===== src/rtl/ling_mp_seq.sv =====
// Multi-precision add sequencer: streams 64-bit word pairs through an external
// Ling adder, chains the carry between words and registers each sum word.
module ling_mp_seq #(
  parameter int WIDTH     = 64,
  parameter int MAX_WORDS = 16
) (
  input  logic                         clk,
  input  logic                         rst_n,
  input  logic                         in_valid,
  output logic                         in_ready,
  input  logic [WIDTH-1:0]             in_a,
  input  logic [WIDTH-1:0]             in_b,
  input  logic                         in_first,
  input  logic                         in_last,
  input  logic                         in_cin,
  output logic [WIDTH-1:0]             add_a,
  output logic [WIDTH-1:0]             add_b,
  output logic                         add_cin,
  output logic                         add_en,
  input  logic [WIDTH-1:0]             add_s,
  input  logic                         add_cout,
  output logic                         out_valid,
  input  logic                         out_ready,
  output logic [WIDTH-1:0]             out_sum,
  output logic [$clog2(MAX_WORDS)-1:0] out_idx,
  output logic                         out_last,
  output logic                         out_cout,
  output logic                         out_zero,
  output logic                         err
);

  localparam int IW = $clog2(MAX_WORDS);

  typedef enum logic {IDLE, BUSY} state_t;

  state_t        state;
  logic          carry_q;
  logic [IW-1:0] idx_q;
  logic          zero_q;

  logic accept;
  logic restart;
  logic sum_zero;
  logic zero_next;
  logic overflow;
  logic word_last;
  logic proto_err;

  assign add_a    = in_a;
  assign add_b    = in_b;
  assign add_en   = 1'b1;
  assign in_ready = !out_valid || out_ready;

  // A word restarts the operand when we are idle or it claims to be first;
  // either way the carry comes from in_cin rather than the chained carry.
  always_comb begin
    accept    = in_valid && in_ready;
    restart   = (state == IDLE) || in_first;
    add_cin   = restart ? in_cin : carry_q;
    sum_zero  = (add_s == '0);
    zero_next = restart ? sum_zero : (zero_q & sum_zero);
    overflow  = !restart && (idx_q == IW'(MAX_WORDS - 1)) && !in_last;
    word_last = in_last || overflow;
    proto_err = (state == IDLE && !in_first) || (state == BUSY && in_first);
  end

  always_ff @(posedge clk or negedge rst_n) begin
    if (!rst_n) begin
      state     <= IDLE;
      carry_q   <= 1'b0;
      idx_q     <= '0;
      zero_q    <= 1'b1;
      out_valid <= 1'b0;
      out_sum   <= '0;
      out_idx   <= '0;
      out_last  <= 1'b0;
      out_cout  <= 1'b0;
      out_zero  <= 1'b0;
      err       <= 1'b0;
    end else if (accept) begin
      out_valid <= 1'b1;
      out_sum   <= add_s;
      out_last  <= word_last;
      out_idx   <= restart ? '0 : idx_q;
      idx_q     <= restart ? IW'(1) : idx_q + IW'(1);
      zero_q    <= zero_next;
      if (proto_err || overflow)
        err <= 1'b1;
      // The carry chain is broken at every operand boundary, forced or not.
      if (word_last) begin
        out_cout <= add_cout;
        out_zero <= zero_next;
        carry_q  <= 1'b0;
        state    <= IDLE;
      end else begin
        out_cout <= 1'b0;
        out_zero <= 1'b0;
        carry_q  <= add_cout;
        state    <= BUSY;
      end
    end else if (out_ready) begin
      out_valid <= 1'b0;
    end
  end

endmodule


===== config.mk =====
export PLATFORM = sky130hd
export DESIGN_NAME = ling_mp_seq
export DESIGN_NICKNAME = d
export VERILOG_FILES = /design/src/rtl/ling_mp_seq.sv
export SDC_FILE = /design/constraint.sdc
export NUM_CORES = 1
export LEC_CHECK = 0
export CORE_AREA = 4 4 156 158
export CTS_BUF_LIST = sky130_fd_sc_hd__clkbuf_8
export DETAILED_ROUTE_END_ITERATION = 12
export DIE_AREA = 0 0 160 162
export PLACE_DENSITY = 0.66
export SYNTH_ARGS = -nofsm -noshare
export SYNTH_HDL_FRONTEND = slang
export SYNTH_SLANG_ARGS = --single-unit

===== constraint.sdc =====
create_clock -name clk -period 1.59 [get_ports clk]
set_input_delay 0.159 -clock clk [delete_from_list [all_inputs] [get_ports clk]]
set_output_delay 0.159 -clock clk [all_outputs]
set_load 0.02 [all_outputs]

==> impl_metrics.csv <==
group,metric,value,unit
finish,n_fill_cell,2520,
drt,viasPerCell,3.84,
cts,tritoncts,"built",
finish,stdcell_count,841,
placement,dpl_cell_area,5350,um2
sta,hold_viol,0,
floorplanning,rows,56,
cts,root_buffer,"clkbuf_8",
cts,cts_setup_buffers,0,
synthesis,avgSynthCellArea,8.42,um2
finish,final_area,5650,um2
drt,via_count,3233,
setup_path,path_class,"in2reg",
drt,first_iter_violations,163,
cts,clkTransAtPathRegs,0.09,ns
power_and_ir_drop,leakage,2.67,nW
synthesis,synth_most_common_cell,"nand2_1",
drt,antenna_left,0,
cts,clockBufferDepth,2,
finish,area_delta_synth_final,34.4,%
setup_path,arrival,1.89,ns
synthesis,ys_warn_count,0,
synthesis,syn_inst,499,
power_and_ir_drop,p_per_area,1010,nW/um2
setup_path,r2r_cells,5,
cts,htreeDepth,3,
sta,setup_violations,0,
synthesis,ys_ff_latch,80,
run_status,status,"completed",
placement,placement.io_buffers,146,
min_path,min_from,"add_s[18]",
drt,routed_wl,12800,um
grt,grt_max_degree,44,
finish,post-route-util,0.244,
cts,clkSinkCount,80,
drt,routedWlPerCell,15.3,um
run,cap_violations,0,
synthesis,synth.area.top_cells,"dfrtp_1 (47%), buf_4 (23%), nand2_1 (19%)",
setup_path,path_max_fanout,2,
sta,fin_crit_sh,0.995,
drt,drc,0,
synthesis,synth_top_area_cell,"dfrtp_1",
grt,antenna_found_initial,0,
placement,dp_hpwl,9800,um
sta,slew_violations,0,
grt,grt_pass1_vias,3281,
setup_path,worstReg2RegStart,"out_valid",
setup_path,worstPathRequired,1.90,ns
placement,placed_cells,826,
cts,cts-buffers-inserted,9,
floorplanning,core_area,23100,um2
drt,dr.pass1.iters,4,
sta,fmax,0.632,GHz
finish,drive_gt1_frac,0.151,
synthesis,synth_common_cells,"nand2_1 (217), buf_4 (129), dfrtp_1 (79)",
floorplanning,die_y,162,um
power_and_ir_drop,ir_worst_vdd,0.312,mV
synthesis,synthArstFlopShare,1.00,
min_path,whs_path_depth,3,
synthesis,yosys.area.top_type_share,0.471,
sta,timing.final.crit_period,1.58,ns
placement,routabilityCongestion,0.747,
sta,finClkSkew,0.0150,ns
synthesis,synth_area,4200,um2
finish,antennaDiodeCount,0,
setup_path,start_kind,"input pin",
synthesis,synth.net_count,701,
synthesis,ys_seq_area_frac,0.477,
power_and_ir_drop,p_total,5.72,mW
sta,grt_setup_unrepaired,"yes",
grt,grt_use_total,0.0971,
setup_path,reg2reg_to,"out_zero",
synthesis,yosys_most_used_dff,"dfrtp_1",
floorplanning,start_util,0.182,
floorplanning,die-area,25900,um2
setup_path,startpoint,"add_s[59]",
synthesis,synth.distinct_cells,24,
floorplanning,die_w,160,um
grt,grt_pass1_wl,19200,um
grt,grt-ovfl-total,0,
setup_path,worst-r2r-setup-slack,0.06,ns
min_path,hp-class,"in2reg",
floorplanning,num_io_pins,404,
cts,clkLatencyLatePin,0.37,ns
sta,fin_setup_tns,0,ns
synthesis,synth-edff-count,0,
min_path,min_to,"out_sum[18]",
finish,fin_nets,748,
setup_path,end_kind,"flip-flop",
[stage by stage]
stage	hold WS, ns	setup WS [ns]
2_1_floorplan	-0.137	-0.00290
3_3_place_gp	0.0122	-0.854
3_5_place_dp	0.0110	-0.852
4_1_cts	0.0640	-0.0230
5_1_grt	0.0104	-0.0731
6_report	0.0178	0.00790
[sequential cells by signal, summed over array words and instances (netlist names)]
register and cells:
out_sum 64, idx_q 4, out_idx 4, carry_q 1, err 1, out_cout 1
out_last 1, out_valid 1, out_zero 1, state 1, zero_q 1
[how the worst max path moves through the flow]
stage | depth (start not counted) | slack [ns] | end
global placement | 7 | -0.85 | out_zero
CTS | 3 | -0.02 | add_cin
finish | 6 | 0.008 | out_zero
detailed placement | 7 | -0.85 | out_zero
floorplan | 6 | -0.003 | out_zero
global route | 6 | -0.07 | out_zero
[power breakdown]
group | internal (mW) | switching, mW | total [mW]
clock network | 0.933 | 0.866 | 1.80
registers | 2.28 | 0.146 | 2.43
logic | 0.716 | 0.779 | 1.50
[placed cells by master, fill, tap and decap left out, types with 2 or more instances in the layout]
master and n:
bufinv_16 2, dlymetal6s2s_1 5, clkinv_4 2, buf_12 5, clkbuf_8 10, nor4_1 2
clkinvlp_4 2, nor4_4 2, nand4_1 4, buf_4 32, clkdlybuf4s50_1 102, o21ai_0 8
nand2_1 216, nand3_1 7, nand2b_1 3, nor4_2 12, dlygate4sd2_1 21, nor2_1 3
clkdlybuf4s15_1 10, inv_1 2, dfrtp_1 78, clkbuf_2 5
[kinds of logic (layout without fill, tap and decap cells)]
| group | after synthesis | after routing | synth area share |
|---|---|---|---|
| compound gates | 11 | 11 | 0.0146 |
| fa+ha+maj | 2 | 2 | 0.00595 |
| buf+inv | 149 | 201 | 0.248 |
| flops | 80 | 80 | 0.477 |
| mux | 1 | 1 | 0.00268 |
| other cells | 1 | 1 | 0.000893 |
| simple gates | 255 | 255 | 0.251 |
[layout make-up]
| cell class | instances | area [um2] | area share |
|---|---|---|---|
| well taps | 290 | 363 | 0.0643 |
| clock inverters | 6 | 92.6 | 0.0164 |
| repair buffers | 183 | 1770 | 0.313 |
| clock buffers | 10 | 138 | 0.0244 |
| flip-flops and latches | 80 | 2000 | 0.355 |
| multi-input cells | 270 | 1280 | 0.226 |
| inverters | 2 | 7.51 | 0.00133 |
[worst max-delay path: stages]
cell and delay, ns:
clkdlybuf4s15_1 0.21, nor4_2 0.29, nand4_1 0.21, or3_1 0.36, or4_4 0.55, o21ai_2 0.12
[repair_timing]
item,4_1_cts,5_1_grt
pin swaps,20,14
gates resized for setup,65,23
hold buffers,1,0
setup endpoints to repair,8,5
hold endpoints to repair,79,0
[per-layer routing]
metal	global-route usage	vias to the layer above	wire length (um)
met4	0.0692	0	797
met3	0.0459	76	1230
met1	0.108	1476	4960
li1	-	1517	-
met2	0.146	164	5840
met5	0	-	0
Power figures use the tool's default switching activity.
